**config.mk**
```make
export PLATFORM = sky130hd
export DESIGN_NAME = cordic_info_stage_unit
export DESIGN_NICKNAME = d
export VERILOG_FILES = /design/src/rtl/cordic_info_stage_unit.sv
export SDC_FILE = /design/constraint.sdc
export NUM_CORES = 1
export LEC_CHECK = 0
export ABC_AREA = 1
export CORE_UTILIZATION = 35
export DETAILED_ROUTE_END_ITERATION = 8
export DONT_BUFFER_PORTS = 1
export SLEW_MARGIN = 40
export SYNTH_ARGS = -nofsm -noshare
export SYNTH_HDL_FRONTEND = slang
export SYNTH_SLANG_ARGS = --single-unit
export TNS_END_PERCENT = 10
```
**constraint.sdc**
```tcl
create_clock -name clk -period 9.8 [get_ports clk]
set_input_delay 0.98 -clock clk [delete_from_list [all_inputs] [get_ports clk]]
set_output_delay 0.98 -clock clk [all_outputs]
set_load 0.03 [all_outputs]
```
**src/rtl/cordic_info_stage_unit.sv**
```systemverilog
// One registered rotation-mode CORDIC micro-rotation by +/-atan(2^-i).
// The target, valid flag and float side-band word travel alongside with matching latency.
module cordic_info_stage_unit #(
  parameter int unsigned INTEGER_WIDTH    = 2,
  parameter int unsigned FRACTIONAL_WIDTH = 20,
  parameter int unsigned SHIFT_WIDTH      = 4,
  parameter int unsigned FLOAT_DATA_WIDTH = 32
) (
  input  logic                                              clk,
  input  logic                                              rst,
  input  logic                                              clk_en,
  input  logic [INTEGER_WIDTH+FRACTIONAL_WIDTH-1:0]         target,
  input  logic                                              valid_in,
  input  logic [FLOAT_DATA_WIDTH-1:0]                       squared_in,
  input  logic [SHIFT_WIDTH-1:0]                            shift_value,
  input  logic [INTEGER_WIDTH+FRACTIONAL_WIDTH-1:0]         shift_angle,
  input  logic [INTEGER_WIDTH+FRACTIONAL_WIDTH-1:0]         angle,
  input  logic [INTEGER_WIDTH+FRACTIONAL_WIDTH-1:0]         x,
  input  logic [INTEGER_WIDTH+FRACTIONAL_WIDTH-1:0]         y,
  output logic [INTEGER_WIDTH+FRACTIONAL_WIDTH-1:0]         new_angle,
  output logic [INTEGER_WIDTH+FRACTIONAL_WIDTH-1:0]         new_x,
  output logic [INTEGER_WIDTH+FRACTIONAL_WIDTH-1:0]         new_y,
  output logic [INTEGER_WIDTH+FRACTIONAL_WIDTH-1:0]         target_out,
  output logic                                              valid_out,
  output logic [FLOAT_DATA_WIDTH-1:0]                       squared_out
);

  localparam int unsigned DATA_WIDTH = INTEGER_WIDTH + FRACTIONAL_WIDTH;

  logic                         rot_pos;
  logic signed [DATA_WIDTH-1:0] xs;
  logic signed [DATA_WIDTH-1:0] ys;

  logic [DATA_WIDTH-1:0]       new_x_d,     new_x_q;
  logic [DATA_WIDTH-1:0]       new_y_d,     new_y_q;
  logic [DATA_WIDTH-1:0]       new_angle_d, new_angle_q;
  logic [DATA_WIDTH-1:0]       target_q;
  logic                        valid_q;
  logic [FLOAT_DATA_WIDTH-1:0] squared_q;

  // Rotate toward the target; a tie rotates positively. Both shifts use pre-update x/y.
  always_comb begin
    rot_pos     = ($signed(target) >= $signed(angle));
    xs          = $signed(x) >>> shift_value;
    ys          = $signed(y) >>> shift_value;
    new_x_d     = x;
    new_y_d     = y;
    new_angle_d = angle;
    if (rot_pos) begin
      new_x_d     = x - DATA_WIDTH'(ys);
      new_y_d     = y + DATA_WIDTH'(xs);
      new_angle_d = angle + shift_angle;
    end else begin
      new_x_d     = x + DATA_WIDTH'(ys);
      new_y_d     = y - DATA_WIDTH'(xs);
      new_angle_d = angle - shift_angle;
    end
  end

  // Data is registered every enabled cycle; valid only qualifies it.
  always_ff @(posedge clk) begin
    if (rst) begin
      new_x_q     <= '0;
      new_y_q     <= '0;
      new_angle_q <= '0;
      target_q    <= '0;
      valid_q     <= 1'b0;
      squared_q   <= '0;
    end else if (clk_en) begin
      new_x_q     <= new_x_d;
      new_y_q     <= new_y_d;
      new_angle_q <= new_angle_d;
      target_q    <= target;
      valid_q     <= valid_in;
      squared_q   <= squared_in;
    end
  end

  assign new_x       = new_x_q;
  assign new_y       = new_y_q;
  assign new_angle   = new_angle_q;
  assign target_out  = target_q;
  assign valid_out   = valid_q;
  assign squared_out = squared_q;

endmodule

```
**Yosys cells after proc, flatten, opt, wreduce, memory -nomap -nowiden**

Index checks and enable logic that the tools add are counted.

- Register bits: 121
- Input bits: 150
- Output and inout bits: 121
- Logic and storage cells: 18

- Add/sub/neg operators: 6
- $lt $le $gt $ge: 1
- Shift operators: 2
- Mux-type cells: 3

Operators by type and width:

| cell | number |
|---|---|
| 22-bit adder | 3 |
| 22-bit two-way mux | 3 |
| 22-bit subtractor | 3 |
| 22-bit by 4-bit >>> shifter with 22-bit output | 2 |
| 22-bit greater-or-equal comparator | 1 |

**Longest topological paths before layout**

Gate-level depths: netlist (run 1).

- Depth after elaboration: 3
- Gate-level depth with buffers: 31
- Depth with buffers taken out: 29

**Least setup slack after synthesis (run 1)**

OpenSTA, ideal clock, no wires.

- Path type: input to register
- Start: input port angle[21]
- End: register new_angle_q[14] (netlist: new_angle[14])
- Setup time: 0.115 ns
- Data arrival time: 4.331 ns
- Required time: 9.685 ns
- Path slack: 5.354 ns
- Cell stages on the path: 24
- Buffers on the path: 1
- Cell sequence: inv_1 -> ha_1 -> nand2_1 -> nor2_1 -> nand2_1 -> nor2_1 -> nand2_1 -> nand3_1 -> nor2_1 -> nor2_4 -> inv_2 -> buf_2 -> o21ai_0 -> inv_1 -> fa_1 -> o21ai_0 -> a21oi_1 -> o21ai_0 -> nand3_1 -> nand2_1 -> a21oi_1 -> xnor2_1 -> o21ai_0 -> inv_1

- Word-level cells in the longest chain between the ends: 2

Ends and longest elaborated chain:

| element | RTL line | RTL |
|---|---|---|
| start: declaration | 17 | `input logic [INTEGER_WIDTH+FRACTIONAL_WIDTH-1:0] angle,` |
| 22-bit greater-or-equal comparator | 43 | `rot_pos = ($signed(target) >= $signed(angle));` |
| 22-bit two-way mux | 49 | `if (rot_pos) begin` |
| end signal: assignment | 72 | `new_angle_q <= new_angle_d;` |
| end: declaration | 36 | `logic [DATA_WIDTH-1:0] new_angle_d, new_angle_q;` |

No other way between the ends.
A chain may end at the register's enable or synchronous reset.

**Worst setup path after layout (run 1)**

- Start: input port angle[21]
- End: register new_x_q[15] (netlist: new_x[15])

- Word-level cells in the longest chain between the ends: 2

Ends and longest elaborated chain:

| element | RTL line | RTL |
|---|---|---|
| 22-bit greater-or-equal comparator | 43 |  |
| 22-bit two-way mux | 49 |  |
| end signal: assignment | 70 | `new_x_q <= new_x_d;` |
| end: declaration | 34 | `logic [DATA_WIDTH-1:0] new_x_d, new_x_q;` |

No other way between the ends.

==> Flow_metrics.wiki, run 1 <==
{| class="wikitable"
! Metric !! Value
|-
| Sum of buffers and inverters on the critical path || 6
|-
| Final setup violation count || 0
|-
| Final cell count without fillers || between 2000 and 2500
|-
| Multi-input gate area in the final layout || ~0.0080 sq mm
|-
| Number of global-route vias before repair || ~11000
|-
| Final hold viol count || 0
|-
| Synth async-reset ratio || 0
|-
| Prevailing post-synth register cell || sky130_fd_sc_hd__dfxtp_1
|-
| Capture instance of the worst register-to-register path || new_angle[15]
|-
| Total routing resource utilization after global routing || 0.224
|-
| Residual DRC count || 0
|-
| Clock insertion delay at the later pin of the skew report || ~430 ps
|-
| Net count reported at finish || around 2100
|-
| Post-Route Skew || 0 ps
|-
| Most common cell in the netlist || sky130_fd_sc_hd__nand2_1
|-
| First-pass GRT wire length || between 50 and 60 mm
|-
| Aggregate routed wire length || roughly 39 mm
|-
| Standard cell core area || ~0.033 sq mm
|-
| Result of the run || complete, no violations
|-
| Final critical path time including I/O delays and setup || around 5300 ps
|-
| Critical Setup Path Class || primary input to flop
|-
| Worst-case vdd ir drop || 0.100 mV
|-
| Endpoint with the worst hold slack || squared_out[24]
|-
| Dpl ws || 3990 ps
|-
| Rel. slew slack || 0.457
|-
| GR Overflow Total || 0
|-
| Count of hold buffers inserted by post-cts repair || 0
|-
| Post-layout util || 0.382
|-
| Post_cts resized || 0
|-
| Maximum buffer depth of the clock tree || 2
|-
| Cell depth of the worst flop-to-flop path || 3
|-
| Launching point of the worst reg2reg path || new_angle[15]
|-
| Period utilization || 0.543
|-
| Internal Dissipation || approximately 1.3 mW
|-
| Ys Warns || 0
|-
| Root buffer cell || sky130_fd_sc_hd__clkbuf_16
|-
| Unique cell type count in the Yosys netlist || just over 50
|-
| Sequential share of power || 0.307
|-
| Peak Freq || around 190 MHz
|-
| Pin count of the biggest net entering global routing || around 140
|-
| Starting Density || 0.358
|-
| Routed vias/inst || 5.26
|-
| HPWL after DPL || 30.6 mm
|-
| Pleak || around 6.3 nW
|-
| Commonest cells in the netlist || sky130_fd_sc_hd__nand2_1, sky130_fd_sc_hd__nor2_1, sky130_fd_sc_hd__nand3_1, sky130_fd_sc_hd__inv_1, sky130_fd_sc_hd__o21ai_0
|-
| CTS tree || built
|-
| Postcts setup bufs || 0
|-
| Final total power || approximately 2.4 mW
|-
| Register bit total from synthesis || between 100 and 150
|-
| Power per cell area || ~190 mW/mm^2
|-
| Count of cells along the worst hold path || 2
|-
| Synth area leaders || sky130_fd_sc_hd__dfxtp_1, sky130_fd_sc_hd__nand2_1, sky130_fd_sc_hd__nor2_1, sky130_fd_sc_hd__ha_1, sky130_fd_sc_hd__nand3_1
|-
| Area of the mapped netlist || 0.0117 sq mm
|-
| HP Start || squared_out[24]
|-
| Share of final-layout standard cells stronger than drive strength 1 || 0.0554
|-
| Share of total power in combinational logic || 0.426
|-
| Area Overhead vs Synth || 6.55%
|-
| Total nets after synthesis || roughly 2100
|-
| Placed insts || 2270
|-
| Ports placed on the boundary || 271
|-
| Average instance area after synthesis || slightly above 6 sq um
|-
| Final antenna-violating net count || 0
|-
| Yosys top cell by area || sky130_fd_sc_hd__dfxtp_1
|-
| Placer Congestion || 0.971
|-
| Register Area || around 0.0024 sq mm
|-
| Critical path fanouts, max || 35
|-
| Number of detailed-routing iterations run before antenna repair || 5
|-
| Worst path depth || 27
|-
| Fillers || approximately 3600
|-
| Die Width || roughly 180 microns
|-
| Die height || around 180 microns
|-
| Clock sink total || between 100 and 150
|-
| Switching share of total power || 0.460
|-
| Worst setup slack for register-to-register paths || 8820 ps
|-
| Post-Syn Instances || about 1900
|-
| Crit-path max cell delay || around 460 ps
|-
| Post-synth EDFFs || 0
|-
| Starting DRC count in detailed routing || 787
|-
| Share of power burned in the clock network || 0.267
|-
| RSZ-0062 raised after global routing || false
|-
| Post-layout worst setup margin || ~4500 ps
|-
| Antenna violations before repair || 1
|-
| Sequential element share of the synthesized area || 0.207
|-
| Total negative slack || 0 ps
|-
| Crit path top cell by count || sky130_fd_sc_hd__nand2_1
|-
| Max Transition Viols Final || 0
|-
| Critical path endpoint category || flop
|-
| Share of the synthesized area in the top cell type || 0.207
|-
| Htree depth || 4
|-
| Die Footprint || 0.0342 sq mm
|-
| Pin slew with the least headroom to its limit || between 800 and 900 ps
|-
| CP delay by family, top || compound AO/OA/AOI/OAI gates
|-
| Number of placement rows || between 60 and 70
|-
| Arrival time worst endpoint || roughly 5700 ps
|-
| Clk slew on worst S/H paths || ~70 ps
|-
| CP max-delay cell || sky130_fd_sc_hd__o21ai_0
|-
| Number of max-cap violations || 0
|-
| Number of I/O port buffers || 0
|-
| Critical Path RT || just over 10000 ps
|-
| Routed len/inst || between 15 and 20 microns
|-
| Inserted Clock Buffers || 17
|-
| Kind of start point of the critical path || primary input
|-
| Worst Hold Class || flop to flop
|-
| Vias after detailed routing || 12100
|-
| Switching pwr || around 1.1 mW
|}
==> metal layers <==
layer  share of wire  wire length, microns  track usage  vias to the layer above
met5               0                     0            0                        -
met4           0.023                   918       0.0803                        0
met3           0.088                  3460       0.0564                       50
met2            0.45                 17700        0.373                      430
met1            0.43                 17000        0.277                     5507
li1                -                     -            -                     6134
==> sequential cells by signal (all words and copies together), names as in the netlist <==
name,cells
new_x,22
new_y,22
new_angle,22
valid_out,1
target_out,22
squared_out,32
==> kinds of logic after synthesis <==
| group | synth area share |
|---|---|
| fa+ha+maj | 0.101 |
| compound gates | 0.157 |
| buf+inv | 0.108 |
| xor+xnor | 0.0740 |
| flops | 0.207 |
| mux | 0.00171 |
| simple gates | 0.351 |
==> power by group through the flow <==
stage	registers [mW]	logic [mW]	clock network, mW
floorplan	0.722	0.800	0
global placement	0.743	1.01	0
detailed placement	0.744	1.01	0
CTS	0.733	1.02	0.652
global route	0.739	1.16	0.671
finish	0.731	1.02	0.637
==> worst reg2reg max path, stage by stage (launching register included) <==
cell and delay (ps):
sky130_fd_sc_hd__dfxtp_1 570, sky130_fd_sc_hd__o21ai_0 130, sky130_fd_sc_hd__o21bai_1 190, sky130_fd_sc_hd__inv_1 50
==> final cells by class <==
cell class	instances	share of cell area
inverter	231	0.0704
multi-input combinational	1474	0.643
antenna	1	0.000201
sequential	121	0.194
tap	442	0.0443
clock inverter	15	0.0127
clock buffer	17	0.0341
timing repair buffer	2	0.00120
==> stage by stage <==
stage | cell area (sq um) | hold WS, ps
CTS | 12500 | 643
detailed placement | 11900 | 671
finish | 12500 | 683
global placement | 11900 | 669
global route | 12500 | 683
floorplan | 11700 | 643
==> layout by cell type, fill, tap and decap left out, drive strengths merged, types with 12 or more instances in the layout <==
| master | count |
|---|---|
| a21oi | 92 |
| clkbuf | 17 |
| dfxtp | 121 |
| ha | 90 |
| inv | 238 |
| nand2 | 366 |
| nand3 | 237 |
| nand4 | 14 |
| nor2 | 309 |
| nor3 | 12 |
| o211ai | 16 |
| o21ai | 179 |
| o21bai | 14 |
| xnor2 | 33 |
| xor2 | 66 |
==> worst max-delay path by stage <==
| stage | from | end | slack, ps |
|---|---|---|---|
| after floorplan | angle[21] | new_angle[14] | 5350 |
| after global placement | angle[21] | new_angle[14] | 4080 |
| after detailed placement | angle[21] | new_angle[14] | 3990 |
| after CTS | angle[21] | new_angle[14] | 4450 |
| after global routing | angle[21] | new_x[15] | 3850 |
| final | angle[21] | new_x[15] | 4480 |
No activity file was read; power rests on OpenSTA's default activity.
==> inputs of run 2 (changes only) <==
clock period = 5.21 ns   (was 9.8 ns; I/O delays follow)
==> run 2 against run 1 <==
- design area rose by 0.30%
- first-iteration DRC count down 4.2%
- total power is 88% higher
- clock power increased by 82%
- combinational power increased by 89%
- critical path type unchanged
- hold slack got worse by 450 ps
==> Flow_metrics.wiki, run 2 (same netlist as run 1, synthesis figures left out) <==
{| class="wikitable"
! Metric !! Value
|-
| Result of the run || complete, no violations (unchanged)
|-
| Number of global-route vias before repair || 11100 (was 11200)
|-
| Pin slew with the least headroom to its limit || 783 ps (was 815 ps)
|-
| Postcts setup bufs || 0 (unchanged)
|-
| Post-layout worst setup margin || 803 ps (was 4480 ps)
|-
| Share of final-layout standard cells stronger than drive strength 1 || 0.0589 (was 0.0554)
|-
| Number of I/O port buffers || 0 (unchanged)
|-
| Antenna diodes || 0 (was 1)
|-
| Aggregate routed wire length || 39.1 mm (about the same)
|-
| HPWL after DPL || 30.6 mm (about the same)
|-
| Final antenna-violating net count || 0 (unchanged)
|-
| Die Width || 185 microns (unchanged)
|-
| Sum of buffers and inverters on the critical path || 6 (unchanged)
|-
| Post-layout util || 0.383 (was 0.382)
|-
| Starting Density || 0.358 (unchanged)
|-
| GR Overflow Total || 0 (unchanged)
|-
| Critical Path RT || 5520 ps (was 10130 ps)
|-
| Rel. slew slack || 0.478 (was 0.457)
|-
| Share of power burned in the clock network || 0.260 (was 0.267)
|-
| Number of detailed-routing iterations run before antenna repair || 6 (was 5)
|-
| CP max-delay cell || sky130_fd_sc_hd__ha_1 (was sky130_fd_sc_hd__o21ai_0)
|-
| Clock insertion delay at the later pin of the skew report || 420 ps (was 430 ps)
|-
| Critical path endpoint category || flop (unchanged)
|-
| CP delay by family, top || compound AO/OA/AOI/OAI gates (unchanged)
|-
| Share of total power in combinational logic || 0.433 (was 0.426)
|-
| Standard cell core area || 0.0327 sq mm (unchanged)
|-
| Post_cts resized || 0 (unchanged)
|-
| Crit path top cell by count || sky130_fd_sc_hd__a21oi_1 (was sky130_fd_sc_hd__nand2_1)
|-
| Peak Freq || 227 MHz
|-
| Commonest cells after routing, fill and taps aside || sky130_fd_sc_hd__nand2_1, sky130_fd_sc_hd__nor2_1, sky130_fd_sc_hd__nand3_1 (unchanged)
|-
| Maximum buffer depth of the clock tree || 2 (unchanged)
|-
| Residual DRC count || 0 (unchanged)
|-
| Pin count of the biggest net entering global routing || 142 (unchanged)
|-
| Count of hold buffers inserted by post-cts repair || 0 (unchanged)
|-
| Arrival time worst endpoint || 4720 ps (was 5650 ps)
|-
| Area Overhead vs Synth || 6.87% (was 6.55%)
|-
| Number of max-cap violations || 0 (unchanged)
|-
| Worst-case vdd ir drop || 0.170 mV (was 0.100 mV)
|-
| Die height || 185 microns (unchanged)
|-
| Power per cell area || 357 mW/mm^2 (was 191 mW/mm^2)
|-
| Net count reported at finish || 2097 (was 2090)
|-
| Post-Route Skew || 0 ps (unchanged)
|-
| Placed insts || 2277 (was 2270)
|-
| Kind of start point of the critical path || primary input (unchanged)
|-
| Final cell count without fillers || 2309 (was 2303)
|-
| Inserted Clock Buffers || 17 (unchanged)
|-
| RSZ-0062 raised after global routing || false (unchanged)
|-
| Switching share of total power || 0.458 (was 0.460)
|-
| Switching pwr || 2.05 mW (was 1.10 mW)
|-
| Total routing resource utilization after global routing || 0.224 (about the same)
|-
| Worst Hold Class || primary input to flop (was flop to flop)
|-
| Vias after detailed routing || 12100 (about the same)
|-
| Clk slew on worst S/H paths || 60 ps (was 70 ps)
|-
| Dpl ws || 451 ps (was 3990 ps)
|-
| First-pass GRT wire length || 59.9 mm (was 59.7 mm)
|-
| Root buffer cell || sky130_fd_sc_hd__clkbuf_16 (unchanged)
|-
| Die Footprint || 0.0342 sq mm (unchanged)
|-
| Clock sink total || 121 (unchanged)
|-
| Htree depth || 4 (unchanged)
|-
| Max reg flops || 32 (unchanged)
|-
| Starting DRC count in detailed routing || 754 (was 787)
|-
| Placer Congestion || 0.906 (was 0.971)
|-
| Most common library cell in the layout ignoring fill and taps || sky130_fd_sc_hd__nand2_1 (unchanged)
|-
| Total negative slack || 0 ps (unchanged)
|-
| CTS tree || built (unchanged)
|-
| Pleak || 6.32 nW (was 6.29 nW)
|-
| Critical path fanouts, max || 19 (was 35)
|-
| Critical Setup Path Class || primary input to flop (unchanged)
|-
| Fillers || 3596 (was 3609)
|-
| Number of placement rows || 66 (unchanged)
|-
| Max Transition Viols Final || 0 (unchanged)
|-
| Sequential share of power || 0.308 (was 0.307)
|-
| Final hold viol count || 0 (unchanged)
|-
| Internal Dissipation || 2.42 mW (was 1.29 mW)
|-
| Period utilization || 0.846
|-
| Ports placed on the boundary || 271 (unchanged)
|-
| Final critical path time including I/O delays and setup || 4410 ps
|-
| Final worst hold slack || 233 ps (was 683 ps)
|-
| Routed len/inst || 16.9 microns (was 17.0 microns)
|-
| Final setup violation count || 0 (unchanged)
|-
| Crit-path max cell delay || 390 ps (was 460 ps)
|-
| Antenna violations before repair || 0 (was 1)
|-
| Routed vias/inst || 5.22 (was 5.26)
|}
-- run 2: through the flow --
stage	instance area, sq um	power, mW
after floorplan	11700	2.86
after detailed placement	11900	3.33
final	12500	4.47
after CTS	12500	4.50
after global placement	11900	3.31
after global routing	12500	4.82
-- run 2: final timing paths --
| path | start | end | slack [ps] | depth (start not counted) |
|---|---|---|---|---|
| hold reg to reg | squared_out[25] | squared_out[25] | 680 | 2 |
| setup / recovery | angle[21] | new_y[19] | 800 | 26 |
| hold / removal | squared_in[4] | squared_out[4] | 230 | 2 |
| setup reg to reg | new_angle[15] | new_angle[15] | 4230 | 3 |
-- run 2: routing by layer --
metal | share of wire | GRT usage | vias up
met4 | 0.018 | 0.0678 | 0
met3 | 0.094 | 0.0625 | 33
met2 | 0.46 | 0.381 | 446
li1 | - | - | 6125
met5 | 0 | 0 | -
met1 | 0.42 | 0.272 | 5458
-- run 2: final cells by class --
type,count,area (sq um),share of cell area
Multi-Input combinational cell,1474,8020,0.641
Sequential cell,121,2420,0.194
Inverter,231,877,0.0701
Timing Repair Buffer,9,71.3,0.00570
Clock inverter,15,144,0.0115
Tap cell,442,553,0.0442
Clock buffer,17,425,0.0340
-- run 2: power groups by stage --
stage | Sequential (mW) | Clock (mW) | Combinational [mW]
finish | 1.38 | 1.16 | 1.93
global route | 1.39 | 1.23 | 2.20
CTS | 1.38 | 1.19 | 1.94
detailed placement | 1.40 | 0 | 1.93
global placement | 1.40 | 0 | 1.92
floorplan | 1.36 | 0 | 1.51
